[src/rtl/a2d_spi_resp.sv]
// SPI responder emulating a pipelined 8-channel 12-bit ADC for the 16-bit A2D read protocol.
// All SPI pins are oversampled in the clk domain; the response is the channel chosen by the previous frame.
module a2d_spi_resp #(
    parameter int NUM_CH = 8,
    parameter int DATA_W = 12
) (
    input  logic                       clk,
    input  logic                       rst_n,
    input  logic                       SS_n,
    input  logic                       SCLK,
    input  logic                       MOSI,
    output logic                       MISO,
    input  logic [NUM_CH*DATA_W-1:0]   ch_data,
    output logic [15:0]                cmd_rcvd,
    output logic                       cmd_vld,
    output logic                       frm_err,
    output logic [2:0]                 ch_ptr
);

    typedef enum logic {IDLE, SHIFT} state_t;

    state_t      state;
    logic [2:0]  ss_sync;
    logic [2:0]  sclk_sync;
    logic [1:0]  mosi_sync;
    logic [15:0] shreg;
    logic [4:0]  bit_cnt;
    logic        sample;

    logic        ss_fall, ss_rise, sclk_rise, sclk_fall, mosi_s;
    logic [4:0]  cnt_nxt;
    logic        samp_nxt;
    logic [15:0] rx_word;

    // Zero-extended conversion word for a channel; out-of-range channels read as zero.
    function automatic logic [15:0] ch_word(input logic [2:0] p,
                                            input logic [NUM_CH*DATA_W-1:0] d);
        logic [15:0] w;
        w = '0;
        for (int k = 0; k < NUM_CH; k++) begin
            if (p == 3'(k)) w[DATA_W-1:0] = d[k*DATA_W +: DATA_W];
        end
        return w;
    endfunction

    always_ff @(posedge clk or negedge rst_n) begin
        if (!rst_n) begin
            ss_sync   <= 3'b111;
            sclk_sync <= 3'b111;
            mosi_sync <= 2'b00;
        end else begin
            ss_sync   <= {ss_sync[1:0], SS_n};
            sclk_sync <= {sclk_sync[1:0], SCLK};
            mosi_sync <= {mosi_sync[0], MOSI};
        end
    end

    assign ss_fall   =  ss_sync[2]   & ~ss_sync[1];
    assign ss_rise   = ~ss_sync[2]   &  ss_sync[1];
    assign sclk_fall =  sclk_sync[2] & ~sclk_sync[1];
    assign sclk_rise = ~sclk_sync[2] &  sclk_sync[1];
    assign mosi_s    =  mosi_sync[1];

    // A rise coincident with the SS_n rise must be folded in before the frame is judged.
    always_comb begin
        cnt_nxt  = bit_cnt;
        samp_nxt = sample;
        if (sclk_rise) begin
            samp_nxt = mosi_s;
            if (bit_cnt != 5'd31) cnt_nxt = bit_cnt + 5'd1;
        end
    end

    assign rx_word = {shreg[14:0], samp_nxt};
    assign MISO    = (state == SHIFT) & shreg[15];

    always_ff @(posedge clk or negedge rst_n) begin
        if (!rst_n) begin
            state    <= IDLE;
            shreg    <= '0;
            bit_cnt  <= '0;
            sample   <= 1'b0;
            cmd_rcvd <= '0;
            cmd_vld  <= 1'b0;
            frm_err  <= 1'b0;
            ch_ptr   <= '0;
        end else begin
            cmd_vld <= 1'b0;
            frm_err <= 1'b0;
            case (state)
                IDLE: begin
                    if (ss_fall) begin
                        shreg   <= ch_word(ch_ptr, ch_data);
                        bit_cnt <= '0;
                        state   <= SHIFT;
                    end
                end
                SHIFT: begin
                    if (ss_fall) begin
                        shreg   <= ch_word(ch_ptr, ch_data);
                        bit_cnt <= '0;
                    end else begin
                        bit_cnt <= cnt_nxt;
                        sample  <= samp_nxt;
                        if (sclk_fall && bit_cnt != 5'd0)
                            shreg <= {shreg[14:0], sample};
                        if (ss_rise) begin
                            state <= IDLE;
                            if (cnt_nxt == 5'd16) begin
                                cmd_rcvd <= rx_word;
                                cmd_vld  <= 1'b1;
                                ch_ptr   <= rx_word[13:11];
                            end else begin
                                frm_err  <= 1'b1;
                            end
                        end
                    end
                end
                default: state <= IDLE;
            endcase
        end
    end

endmodule

[config.mk]
export PLATFORM = sky130hd
export DESIGN_NAME = a2d_spi_resp
export DESIGN_NICKNAME = d
export VERILOG_FILES = /design/src/rtl/a2d_spi_resp.sv
export SDC_FILE = /design/constraint.sdc
export NUM_CORES = 1
export LEC_CHECK = 0
export ABC_CLOCK_PERIOD_IN_PS = 2120
export BUFFER_PORTS_ARGS = -buffer_cell sky130_fd_sc_hd__buf_2
export CAP_MARGIN = 20
export CORE_MARGIN = 5
export CORE_UTILIZATION = 43
export DETAILED_ROUTE_END_ITERATION = 8
export PLACE_DENSITY = 0.86
export SYNTH_ARGS = -nofsm -noshare
export SYNTH_HDL_FRONTEND = slang
export SYNTH_SLANG_ARGS = --single-unit
[constraint.sdc]
create_clock -name clk -period 2.12 [get_ports clk]
set_input_delay 0.636 -clock clk [delete_from_list [all_inputs] [get_ports clk]]
set_output_delay 0.636 -clock clk [all_outputs]
set_load 0.02 [all_outputs]
# [Yosys cells after proc, flatten, opt, wreduce, memory -nomap -nowiden]
# Cells that the tools add are included.
[word_totals] output_inout_bits=22 ff_bits=52 word_cells=70
[classes] n_addsub=1 n_mux=30 bitwise=11 n_reduce_logical=6 n_eq_ne=11
[ops] op="2-to-1 mux 12 bit" n=8
[ops] op="2-to-1 mux 16 bit" n=3
[ops] op="one-hot mux 16 bit (2 select lines)" n=1
[ops] op="2-to-1 mux 5 bit" n=4
[ops] op="== test 3 bit, second input constant" n=4
[ops] op="2-to-1 mux 1 bit" n=12
[ops] op="one-hot mux 5 bit (2 select lines)" n=1
[ops] op="== test 3 x 2 -> 1 bit, second input constant" n=2
[ops] op="NOT 1 bit" n=6
[ops] op="adder 5 x 1 -> 5 bit, second input constant" n=1
[ops] op="AND 1 bit" n=5
[ops] op="== test 5 bit, second input constant" n=1
[ops] op="!= test 5 bit, second input constant" n=1
[ops] op="nonzero test 5 bit" n=1
[ops] op="AND reduction 2 bit" n=2
[ops] op="AND reduction 4 bit" n=1
[ops] op="== test 3 x 1 -> 1 bit, second input constant" n=1
[ops] op="zero test 3 bit" n=1
[ops] op="!= test 3 x 1 -> 1 bit, second input constant" n=1
[ops] op="!= test 2 bit, second input constant" n=1
[ops] op="one-hot mux 1 bit (2 select lines)" n=1
[ops] op="logical AND 1 bit" n=1

# [Longest topological paths before layout]
# Gate-level depths: netlist (run 1).
[logic_depth] ltp_word=11 mapped_depth=8 ltp_nobuf=7

# [Worst setup path before layout (run 1)]
# Ideal clock, no wire load.
[synth_timing] kind="reg-to-reg" from="register sclk_sync[1]" to="register cmd_rcvd[10]" slack_ns=0.093 path_buffers=1 arrival_ns=1.902 required_time_ns=1.995 path_stages_with_launch=7 period_less_slack_ns=2.027 setup_ns=0.125 path_cell_list="dfstp_2 > nor2b_1 > nand4_1 > xor2_1 > nand4b_4 > buf_6 > mux2_4"
[synth_between] elab_chain_len=4
[synth_lines] item="from (decl)" line_no="24" source="logic [2:0] sclk_sync;"
[synth_lines] item="from (signal assigned)" line_no="53" source="sclk_sync <= {sclk_sync[1:0], SCLK};"
[synth_lines] item="AND 1 bit" line_no="61" source="assign sclk_rise = ~sclk_sync[2] & sclk_sync[1];"
[synth_lines] item="2-to-1 mux 5 bit" line_no="68" source="if (sclk_rise) begin"
[synth_lines] item="== test 5 bit" line_no="109" source="if (cnt_nxt == 5'd16) begin"
[synth_lines] item="AND reduction 4 bit (no source line)"
[synth_lines] item="to (signal assigned)" line_no="110" source="cmd_rcvd <= rx_word;"
[synth_lines] item="to (decl)" line_no="14" source="output logic [15:0] cmd_rcvd,"
# No other way between the ends.
# A chain may end at the register's enable or synchronous reset.

# [Final worst setup path (run 1)]
[layout_timing] from="register sclk_sync[1]" to="register cmd_rcvd[6]"
# The elaborated chain is that of the path after synthesis.

==> out/qor.csv, run 1 <==
stage,metric,value,unit
global_route,grt_pass1_wl,12600,um
die,start_util,0.444,
clock_network,cts_buffers,5,
synthesis,synthMuxAreaShare,0.226,
timing,rsz0062_at_grt,false,
layout,drive_gt1_frac,0.492,
timing,post-route-period-util,0.944,
die,fp.dieArea,0.00831,mm2
timing,slew-limit-headroom,0.591,
job,max-cap-violations,0,
worst_setup_path,crit_slowest_cell,dfstp_2,
worst_setup_path,arrival,2200,ps
global_route,antenna_found_initial,0,
pwr,p_leak,1.76,nW
route,vias,2492,
timing,clock.fmax,0.499,GHz
place,dp_slack,68.9,ps
route,drt_iter0_drc,150,
clock_network,clk_pin_slew,90,ps
worst_setup_path,path_class,flop to flop,
worst_setup_path,worstSetupEndpointType,flop,
route,wl_per_cell,17.0,um
timing,final_max_slew_viol_count,0,
place,place_congestion,0.835,
route,dr.pass1.iters,5,
worst_setup_path,crit_chain,nor2b_1 > nand4_1 > xor2_1 > nand4b_4 > buf_12 > mux2_4,
layout,nFillCells,547,
synthesis,yosys_most_used_dff,dfrtp_1,
timing,setup_tns,0,ps
die,die_height,91.2,um
synthesis,synth-adder-area-share,0.00883,
worst_setup_path,critPathRequiredTime,2320,ps
synthesis,synth_xor_area_frac,0.00927,
worst_setup_path,path_max_fanout,16,
timing,period_needed,2000,ps
synthesis,synth_edf_count,0,
synthesis,synth_compound_area_frac,0.147,
die,core_area,0.00639,mm2
timing,setup_slack,118,ps
synthesis,postSynthCellCount,256,
clock_network,cts-root-buf,clkbuf_8,
clock_network,htreeDepth,2,
synthesis,synth_top_family_by_area,multiplexers,
synthesis,synth_area,0.00283,mm2
die,die_x,91.2,um
synthesis,avgSynthCellArea,11.1,um2
worst_setup_path,start_kind,flop,
die,io_pins,123,
worst_setup_path,cpPeakStageDelay,550,ps
synthesis,syn-num-nets,359,
pwr,vdd_drop_max,351,uV
layout,diodes,0,
route,wl,7650,um
timing,finClkSkew,17.0,ps
synthesis,ys_types,42,
die,row_count,29,
global_route,gr-usage-all-layers,0.184,
route,drtAntennaViolNets,0,
min_path,hold_class,flop to flop,
synthesis,ys_ff_latch,49,
run_status,status,"finished, final reports clean",
route,viasPerCell,5.55,
global_route,grt_pass1_vias,2641,
clock_network,clockBufferDepth,2,
layout,nets,474,
synthesis,yosysWarnings,0,
timing,hold_violations,0,
layout,fin_util,0.571,
global_route,grt_max_degree,50,
synthesis,synthSimpleGateAreaFrac,0.125,
place,place_hpwl,6080,um
synthesis,synthArstFlopShare,1.00,
route,drc,0,
global_route,grt-ovfl-total,0,
clock_network,cts_tree,built,
timing,finalSetupViolCount,0,
clock_network,cts_hold_buf,0,
place,io_buffers,122,
pwr,powerDensity,567,mW/mm2
clock_network,clkLatencyLatePin,310,ps
clock_network,clock_sinks,49,
synthesis,synth_seq_area_share,0.435,
timing,worst_pin_slew,613,ps
layout,area_growth,28.7,%
## worst max-delay path: cells and delay by family (launching register included)
family,cells,cell delay (ps)
buffers and inverters,1,190
AND/OR/NAND/NOR,3,470
XOR/XNOR,1,400
multiplexers,1,300
flip-flops,1,550
## final timing paths
kind	from	end	slack (ps)	depth (start not counted)
max	sclk_sync[1]$_DFF_PN1_	cmd_rcvd[6]$_DFFE_PN0P_	120	6
min	sclk_sync[0]$_DFF_PN1_	sclk_sync[1]$_DFF_PN1_	360	0
max reg2reg	sclk_sync[1]$_DFF_PN1_	cmd_rcvd[6]$_DFFE_PN0P_	120	6
min reg2reg	sclk_sync[0]$_DFF_PN1_	sclk_sync[1]$_DFF_PN1_	360	0
max in group asynchronous	rst_n	bit_cnt[1]$_DFFE_PN0P_	1260	2
min in group asynchronous	rst_n	shreg[1]$_DFFE_PN0P_	420	2
## layout by cell type (no fill, tap or decap), drive strengths merged, types with 3 or more instances in the layout
master,Yosys,routed
buf,13,133
dfrtp,43,43
nor2,31,31
nand2,19,19
mux2,18,18
a21oi,14,14
mux2i,13,13
o21ai,13,13
mux4,12,12
o211ai,12,12
a221oi,12,12
dfstp,6,6
clkbuf,12,6
nor2b,4,4
nand3,4,4
a22o,4,4
and2,3,3
## layer usage
layer / up-vias / track usage / share of wire
met1: 1225 / 0.225 / 0.40
li1: 1168 / - / -
met2: 89 / 0.325 / 0.53
met5: - / 0 / 0
met3: 10 / 0.0430 / 0.056
met4: 0 / 0.0465 / 0.012
## cells by family (layout without fill, tap and decap cells)
group                    Yosys count  after routing
adder cells (fa/ha/maj)            2              2
XOR/XNOR                           3              3
AND/OR/NAND/NOR                   72             72
AO/OA/AOI/OAI                     60             60
multiplexers                      43             43
flip-flops                        49             49
buffers and inverters             27            143
## per-stage QoR
stage | hold slack, ps | total power [mW] | instance area [um2] | std cells
after floorplan | 331 | 1.25 | 2830 | 256
after global routing | 368 | 2.18 | 3650 | 449
after global placement | 335 | 1.40 | 3530 | 441
after detailed placement | 350 | 1.43 | 3530 | 441
final | 358 | 2.07 | 3650 | 449
after CTS | 362 | 2.08 | 3640 | 449
## registers in the layout, summed over array words and instances, names as in the netlist
register / flops
cmd_rcvd: 16
shreg: 16
ss_sync: 3
sample: 1
frm_err: 1
sclk_sync: 3
mosi_sync: 2
cmd_vld: 1
state: 1
bit_cnt: 5
## synthesized netlist by cell type (3+ instances only)
master	n	area, um2
a21oi_1	14	70.1
a22o_1	4	35.0
o211ai_1	12	90.1
buf_4	5	37.5
mux4_2	12	270
dfstp_2	6	158
mux2_4	10	150
a221oi_1	12	105
mux2_2	8	90.1
dfrtp_1	43	1080
nand2_1	19	71.3
mux2i_1	13	130
buf_2	6	30.0
o21ai_0	10	50.1
nor2_1	31	116
o21ai_1	3	15.0
clkbuf_1	12	45.0
nor2b_1	4	25.0
nand3_1	4	20.0
## power breakdown
group / total [mW] / switching [mW] / internal [mW]
logic: 0.327 / 0.149 / 0.178
clock network: 0.661 / 0.311 / 0.350
registers: 1.08 / 0.0705 / 1.01
## cell type report
type                       count  area, um2  area share
clock inverter                 2       35.0     0.00961
inverter                       2       7.51     0.00206
sequential                    49       1240       0.339
multi-input combinational    180       1470       0.403
clock buffer                   6       72.6      0.0199
tap                           77       96.3      0.0264
timing repair buffer         133        731       0.200
## what timing repair did
action | 4_1_cts | 5_1_grt
gates resized for setup | 0 | 3
setup endpoints to repair | 0 | 22
buffers inserted | 0 | 0
(Power assumes the default switching activity.)
==> run 2, diff against run 1 <==
SETUP_SLACK_MARGIN = 0.5   (was unset)
==> run 2 against run 1 <==
Register-to-register slack improved by 80 ps. Clock power is 18% lower. Sequential power is essentially flat. Clock skew decreased by 10 ps. Non-clock buffer count increased by 23. Via count grew 6.5%. Flip-flop and latch count did not move. Largest cell class unchanged.
==> out/qor.csv, run 2 (synthesis gave the netlist of run 1 again) <==
stage,metric,value,unit,change
layout,top_regs,"cmd_rcvd: 16 flops, shreg: 16 flops, bit_cnt: 5 flops",,
timing,hold_slack,304,ps,-54.4 ps
layout,nFillCells,474,,-13%
global_route,antenna_found_initial,0,,unchanged
worst_setup_path,r2r_setup_slack,200,ps,+80 ps
pwr,comb_power_share,0.215,,+0.057
timing,worst_pin_slew,492,ps,-121 ps
route,drt_iter0_drc,142,,-5.3%
timing,rsz0062_at_grt,true,,
place,placed_cell_area,0.00357,mm2,+1.2%
die,die_x,91.2,um,unchanged
route,drc,0,,unchanged
place,place_congestion,0.909,,+8.8%
layout,multi_input_area,0.00161,mm2,+9.6%
place,post-place-cells,442,,+0.23%
clock_network,cts_buffers,5,,unchanged
route,viasPerCell,5.61,,+1.1%
layout,nets,498,,+5.1%
layout,seqCellArea,0.00124,mm2,+0.40%
pwr,vdd_drop_max,439,uV,+25%
pwr,total_power,2.05,mW,-0.74%
die,core_area,0.00639,mm2,unchanged
timing,hold_violations,0,,unchanged
layout,area_growth,43.4,%,
pwr,swShare,0.280,,+0.0239
clock_network,clk_pin_slew,80,ps,about the same
worst_setup_path,critPathRequiredTime,2310,ps,about the same
global_route,grt-ovfl-total,0,,unchanged
route,drtAntennaViolNets,0,,unchanged
die,row_count,29,,unchanged
route,wl,8770,um,+15%
worst_setup_path,path_class,flop to flop,,
worst_setup_path,arrival,2120,ps,-80 ps
layout,drive_gt1_frac,0.593,,+0.101
layout,fin_cells,473,,+5.3%
timing,setup_tns,0,ps,unchanged
pwr,powerDensity,505,mW/mm2,-11%
die,die_height,91.2,um,unchanged
timing,period_needed,1920,ps,-78.5 ps
worst_setup_path,critPathCapture,cmd_rcvd[15]$_DFFE_PN0P_,,
layout,diodes,0,,unchanged
global_route,grt_max_degree,50,,unchanged
timing,final_max_slew_viol_count,0,,unchanged
pwr,p_leak,1.93,nW,+9.9%
worst_setup_path,start_kind,flop,,
worst_setup_path,path_max_fanout,8,,-8
die,start_util,0.444,,unchanged
clock_network,cts_tree,built,,
pwr,switchingPower,576,uW,+8.5%
pwr,power.internal,1.48,mW,-3.9%
job,max-cap-violations,0,,unchanged
clock_network,cts-root-buf,clkbuf_8,,
worst_setup_path,r2r_end,cmd_rcvd[15]$_DFFE_PN0P_,,
layout,layout_commonest_cell,buf_2,,
pwr,clkPwrFrac,0.262,,-0.058
clock_network,clock_sinks,49,,unchanged
route,dr.pass1.iters,4,,-1
timing,finClkSkew,6.62,ps,-10.4 ps
clock_network,htreeDepth,2,,unchanged
global_route,gr-usage-all-layers,0.199,,+0.0154
min_path,hold_class,primary input to asynchronous set/reset pin,,
run_status,status,"finished, final reports clean",,
clock_network,cts_hold_buf,0,,unchanged
route,vias,2654,,+6.5%
global_route,grt_pass1_vias,2681,,+1.5%
clock_network,clockBufferDepth,2,,unchanged
die,io_pins,123,,unchanged
die,fp.dieArea,0.00831,mm2,unchanged
pwr,seqPwrFrac,0.523,,about the same
layout,finalInstanceArea,0.00406,mm2,+11%
place,place_hpwl,6090,um,+0.19%
place,io_buffers,122,,unchanged
clock_network,clkLatencyLatePin,300,ps,about the same
timing,clock.fmax,0.520,GHz,+4.1%
global_route,grt_pass1_wl,13300,um,+5.7%
route,wl_per_cell,18.5,um,+8.9%
worst_setup_path,worstSetupEndpointType,flop,,
timing,finalSetupViolCount,0,,unchanged
timing,slew-limit-headroom,0.672,,+0.0806
worst_setup_path,reg2reg_depth,6,,unchanged
layout,final_cell_mix,"buf_2, dfrtp_1, nor2_1, buf_4, nand2_1",,
worst_setup_path,critPathLaunch,sclk_sync[1]$_DFF_PN1_,,
timing,post-route-period-util,0.907,,-0.0370
worst_setup_path,r2r_start,sclk_sync[1]$_DFF_PN1_,,
-- run 2: cell types whose count changed in the layout (fill, tap and decap cells not counted), moves of 5 or more --
cell      change
a221oi_1      -6
a221oi_2      +6
buf_2         -5
buf_4        +16
buf_6         +6
-- run 2: worst max-delay path, stage by stage (launching register included) --
cell and delay (ps):
dfstp_2 560, nor2b_4 200, nand4_1 150, xor2_2 230, nand4b_4 170, clkbuf_16 210
mux2_4 290
-- run 2: worst min-delay path by stage --
stage / end / cells past startpoint
3_3_place_gp: mosi_sync[1]$_DFF_PN0_ / 0
3_5_place_dp: mosi_sync[1]$_DFF_PN0_ / 0
4_1_cts: state$_DFF_PN0_ / 2
2_1_floorplan: mosi_sync[1]$_DFF_PN0_ / 0
6_report: state$_DFF_PN0_ / 2
5_1_grt: state$_DFF_PN0_ / 2
-- run 2: cell type report --
class	instances	area share
clock buffer	6	0.0179
sequential	49	0.305
inverter	2	0.00185
multi-input combinational	181	0.396
clock inverter	2	0.00369
timing repair buffer	156	0.251
tap	77	0.0237
-- run 2: power by group through the flow --
stage	clock, mW	combinational [mW]	sequential (mW)
final	0.539	0.441	1.07
after detailed placement	0	0.336	1.09
after global placement	0	0.322	1.09
after global routing	0.593	0.484	1.08
after CTS	0.554	0.372	1.07
after floorplan	0	0.188	1.07
-- run 2: metal layers --
| metal | track usage | share of wire | up-vias |
|---|---|---|---|
| li1 | - | - | 1216 |
| met5 | 0 | 0 | - |
| met4 | 0.0709 | 0.028 | 0 |
| met3 | 0.0430 | 0.058 | 21 |
| met2 | 0.335 | 0.51 | 121 |
| met1 | 0.253 | 0.40 | 1296 |
-- run 2: timing repair --
| item | in CTS | in global routing |
|---|---|---|
| endpoints found under the setup margin | 39 | 41 |
| pin swaps | 2 | 11 |
| buffers inserted | 12 | 8 |
| gates cloned | 2 | 1 |
| endpoints found under the hold margin | 0 | 0 |
| resized for setup | 23 | 20 |
-- run 2: per-stage QoR --
stage	utilization	worst slack [ps]
after floorplan	-	208
after global placement	0.560	135
after CTS	0.608	253
after global routing	0.636	149
final	0.636	196
after detailed placement	0.560	69.0
==> run 3, diff against run 2 <==
ABC_AREA = 1   (was unset)
CORE_UTILIZATION = 44   (was 43)
PLACE_DENSITY = 0.87   (was 0.86)
==> run 3 against run 2 <==
Cell count rose by 34%. Worst hold slack improved by 51 ps. Final area barely moved. Flip-flop and latch count did not move. Setup slack improved by 140 ps.
==> out/qor.csv, run 3 <==
stage,metric,value,unit,change
synthesis,synth_area,0.00303,mm2,+7.0%
clock_network,clockBufferDepth,2,,unchanged
route,dr.pass1.iters,6,,+2
layout,nFillCells,606,,+28%
layout,drive_gt1_frac,0.365,,-0.228
route,wl,10100,um,+15%
route,drtAntennaViolNets,0,,unchanged
synthesis,synth_seq_area_share,0.407,,-0.0284
clock_network,clk_pin_slew,80,ps,about the same
global_route,gr-usage-all-layers,0.235,,+0.0357
clock_network,cts_tree,built,,
timing,worst_pin_slew,598,ps,+106 ps
pwr,total_power,2.13,mW,+3.6%
synthesis,ys_types,27,,-36%
min_path,hold_class,flop to flop,,
pwr,seqPwrFrac,0.508,,-0.015
layout,final_cell_mix,"buf_2, nand2_1, nand4_1, nor2_1, dfrtp_1",,
synthesis,yosysWarnings,0,,unchanged
pwr,vdd_drop_max,253,uV,-42%
die,die_height,93.0,um,+2.0%
timing,finalSetupViolCount,0,,unchanged
timing,rsz0062_at_grt,true,,
timing,clock.fmax,0.560,GHz,+7.7%
place,place_hpwl,6990,um,+15%
synthesis,syn-num-nets,522,,+45%
global_route,grt-ovfl-total,0,,unchanged
worst_setup_path,critPathRequiredTime,2310,ps,about the same
pwr,p_leak,2.11,nW,+9.3%
die,die_x,93.0,um,+2.0%
place,dp_slack,49.1,ps,-19.9 ps
worst_setup_path,arrival,1970,ps,-150 ps
timing,setup_tns,0,ps,unchanged
clock_network,clkLatencyLatePin,310,ps,about the same
synthesis,synth_area_leaders,"dfrtp_1, nand4_1, nand2_1, nor2_1, dfstp_2",,
worst_setup_path,worstSetupEndpointType,flop,,
place,io_buffers,122,,unchanged
run_status,status,"finished, final reports clean",,
place,place_congestion,0.920,,+1.2%
worst_setup_path,start_kind,flop,,
route,drt_iter0_drc,264,,+86%
pwr,power.internal,1.46,mW,-0.86%
route,drc,0,,unchanged
route,viasPerCell,5.72,,+1.9%
route,wl_per_cell,15.9,um,-14%
layout,diodes,0,,unchanged
synthesis,yosys.area.top_type_share,0.355,,-0.0248
worst_setup_path,path_class,flop to flop,,
worst_setup_path,reg2reg_depth,10,,+4
timing,finClkSkew,19.5,ps,+12.9 ps
global_route,antenna_found_initial,0,,unchanged
global_route,grt_pass1_vias,3500,,+31%
clock_network,cts_buffers,5,,unchanged
layout,top_regs,"cmd_rcvd: 16 flops, shreg: 16 flops, bit_cnt: 5 flops",,
timing,post-route-period-util,0.843,,-0.0645
clock_network,clock_sinks,49,,unchanged
pwr,powerDensity,523,mW/mm2,+3.5%
layout,area_growth,34.2,%,
die,core_area,0.00676,mm2,+5.8%
synthesis,ys_ff_latch,49,,unchanged
timing,hold_violations,0,,unchanged
min_path,holdPathStages,0,,
timing,period_needed,1790,ps,-137 ps
synthesis,postSynthCellCount,419,,+64%
synthesis,yosysMostFrequentCell,nand2_1,,
synthesis,synth_top_cells_by_count,"nand2_1, nand4_1, nor2_1, dfrtp_1, inv_1",,
pwr,swShare,0.311,,+0.0308
synthesis,avgSynthCellArea,7.24,um2,-35%
die,start_util,0.449,,+0.00493
layout,layout_commonest_cell,buf_2,,
synthesis,synthArstFlopShare,1.00,,unchanged
route,vias,3637,,+37%
global_route,grt_max_degree,50,,unchanged
timing,final_max_slew_viol_count,0,,unchanged
worst_setup_path,path_max_fanout,6,,-2
die,row_count,30,,+3.4%
synthesis,yosys.area.top_type,dfrtp_1,,
clock_network,cts-root-buf,clkbuf_8,,
pwr,comb_power_share,0.233,,+0.018
timing,setup_slack,333,ps,+137 ps
layout,nets,658,,+32%
job,max-cap-violations,0,,unchanged
pwr,switchingPower,662,uW,+15%
clock_network,htreeDepth,2,,unchanged
global_route,grt_pass1_wl,16200,um,+22%
die,io_pins,123,,unchanged
timing,slew-limit-headroom,0.602,,-0.0704
die,fp.dieArea,0.00865,mm2,+4.0%
synthesis,yosys_most_used_dff,dfrtp_1,,
pwr,clkPwrFrac,0.260,,-0.002
synthesis,synth_edf_count,0,,unchanged
[run 3: metal layers]
| metal | share of wire | GRT usage |
|---|---|---|
| met5 | 0 | 0 |
| met4 | 0.038 | 0.0977 |
| met3 | 0.070 | 0.0394 |
| met2 | 0.51 | 0.397 |
| met1 | 0.38 | 0.297 |
[run 3: per-stage QoR]
step / area (um2) / std cells / hold WS, ps / utilization
final: 4070 / 636 / 355 / 0.602
after floorplan: 3030 / 419 / 331 / -
after global placement: 3660 / 602 / 336 / 0.541
after global routing: 4070 / 636 / 359 / 0.602
after detailed placement: 3660 / 602 / 340 / 0.541
after CTS: 3980 / 631 / 358 / 0.589
[run 3: what timing repair did]
action,CTS,global route
resized for setup,24,12
gates cloned,4,0
pin swaps,8,4
hold buffers,0,0
buffers inserted,17,5
setup endpoints to repair,37,37
[run 3: layout make-up]
type                       instances  area, um2  share of cell area
multi-input combinational        308       1590               0.390
clock inverter                     2       15.0             0.00369
timing repair inverter             1       7.51             0.00185
tap                               80        100              0.0246
inverter                          35        141              0.0348
timing repair buffer             155        908               0.223
clock buffer                       6       72.6              0.0178
sequential                        49       1240               0.304
[run 3: power groups by stage]
stage | combinational [mW] | clock (mW) | sequential [mW]
6_report | 0.495 | 0.552 | 1.08
5_1_grt | 0.545 | 0.590 | 1.09
4_1_cts | 0.462 | 0.552 | 1.07
3_5_place_dp | 0.394 | 0 | 1.09
3_3_place_gp | 0.381 | 0 | 1.09
2_1_floorplan | 0.239 | 0 | 1.08
[run 3: cells by family after synthesis]
kind of cell / count (synthesis) / share of synthesized area
AOI/OAI and AO/OA: 26 / 0.0446
xor gates and xnor gates: 1 / 0.00289
adders and majority gates: 2 / 0.00825
buffers and inverters: 64 / 0.0962
DFF: 49 / 0.407
and+or+nand+nor: 277 / 0.441
[run 3: critical path: stages, from the launching register on]
cell and delay [ps]:
dfrtp_1 420, ha_2 210, nand4_1 170, nand2_1 130, nand2_1 80, nand2_2 100, nand2_4 70, nor2_8 180
nand3_4 160, nand2_1 90, nand2_1 60
[run 3: path summary, 6_finish.rpt]
path / startpoint / end / slack [ps]
max: bit_cnt[0]$_DFFE_PN0P_ / cmd_rcvd[2]$_DFFE_PN0P_ / 330
min: mosi_sync[0]$_DFF_PN0_ / mosi_sync[1]$_DFF_PN0_ / 350
max reg2reg: bit_cnt[0]$_DFFE_PN0P_ / cmd_rcvd[2]$_DFFE_PN0P_ / 330
min reg2reg: mosi_sync[0]$_DFF_PN0_ / mosi_sync[1]$_DFF_PN0_ / 350
max in group asynchronous: rst_n / cmd_rcvd[13]$_DFFE_PN0P_ / 1290
min in group asynchronous: rst_n / cmd_rcvd[7]$_DFFE_PN0P_ / 400
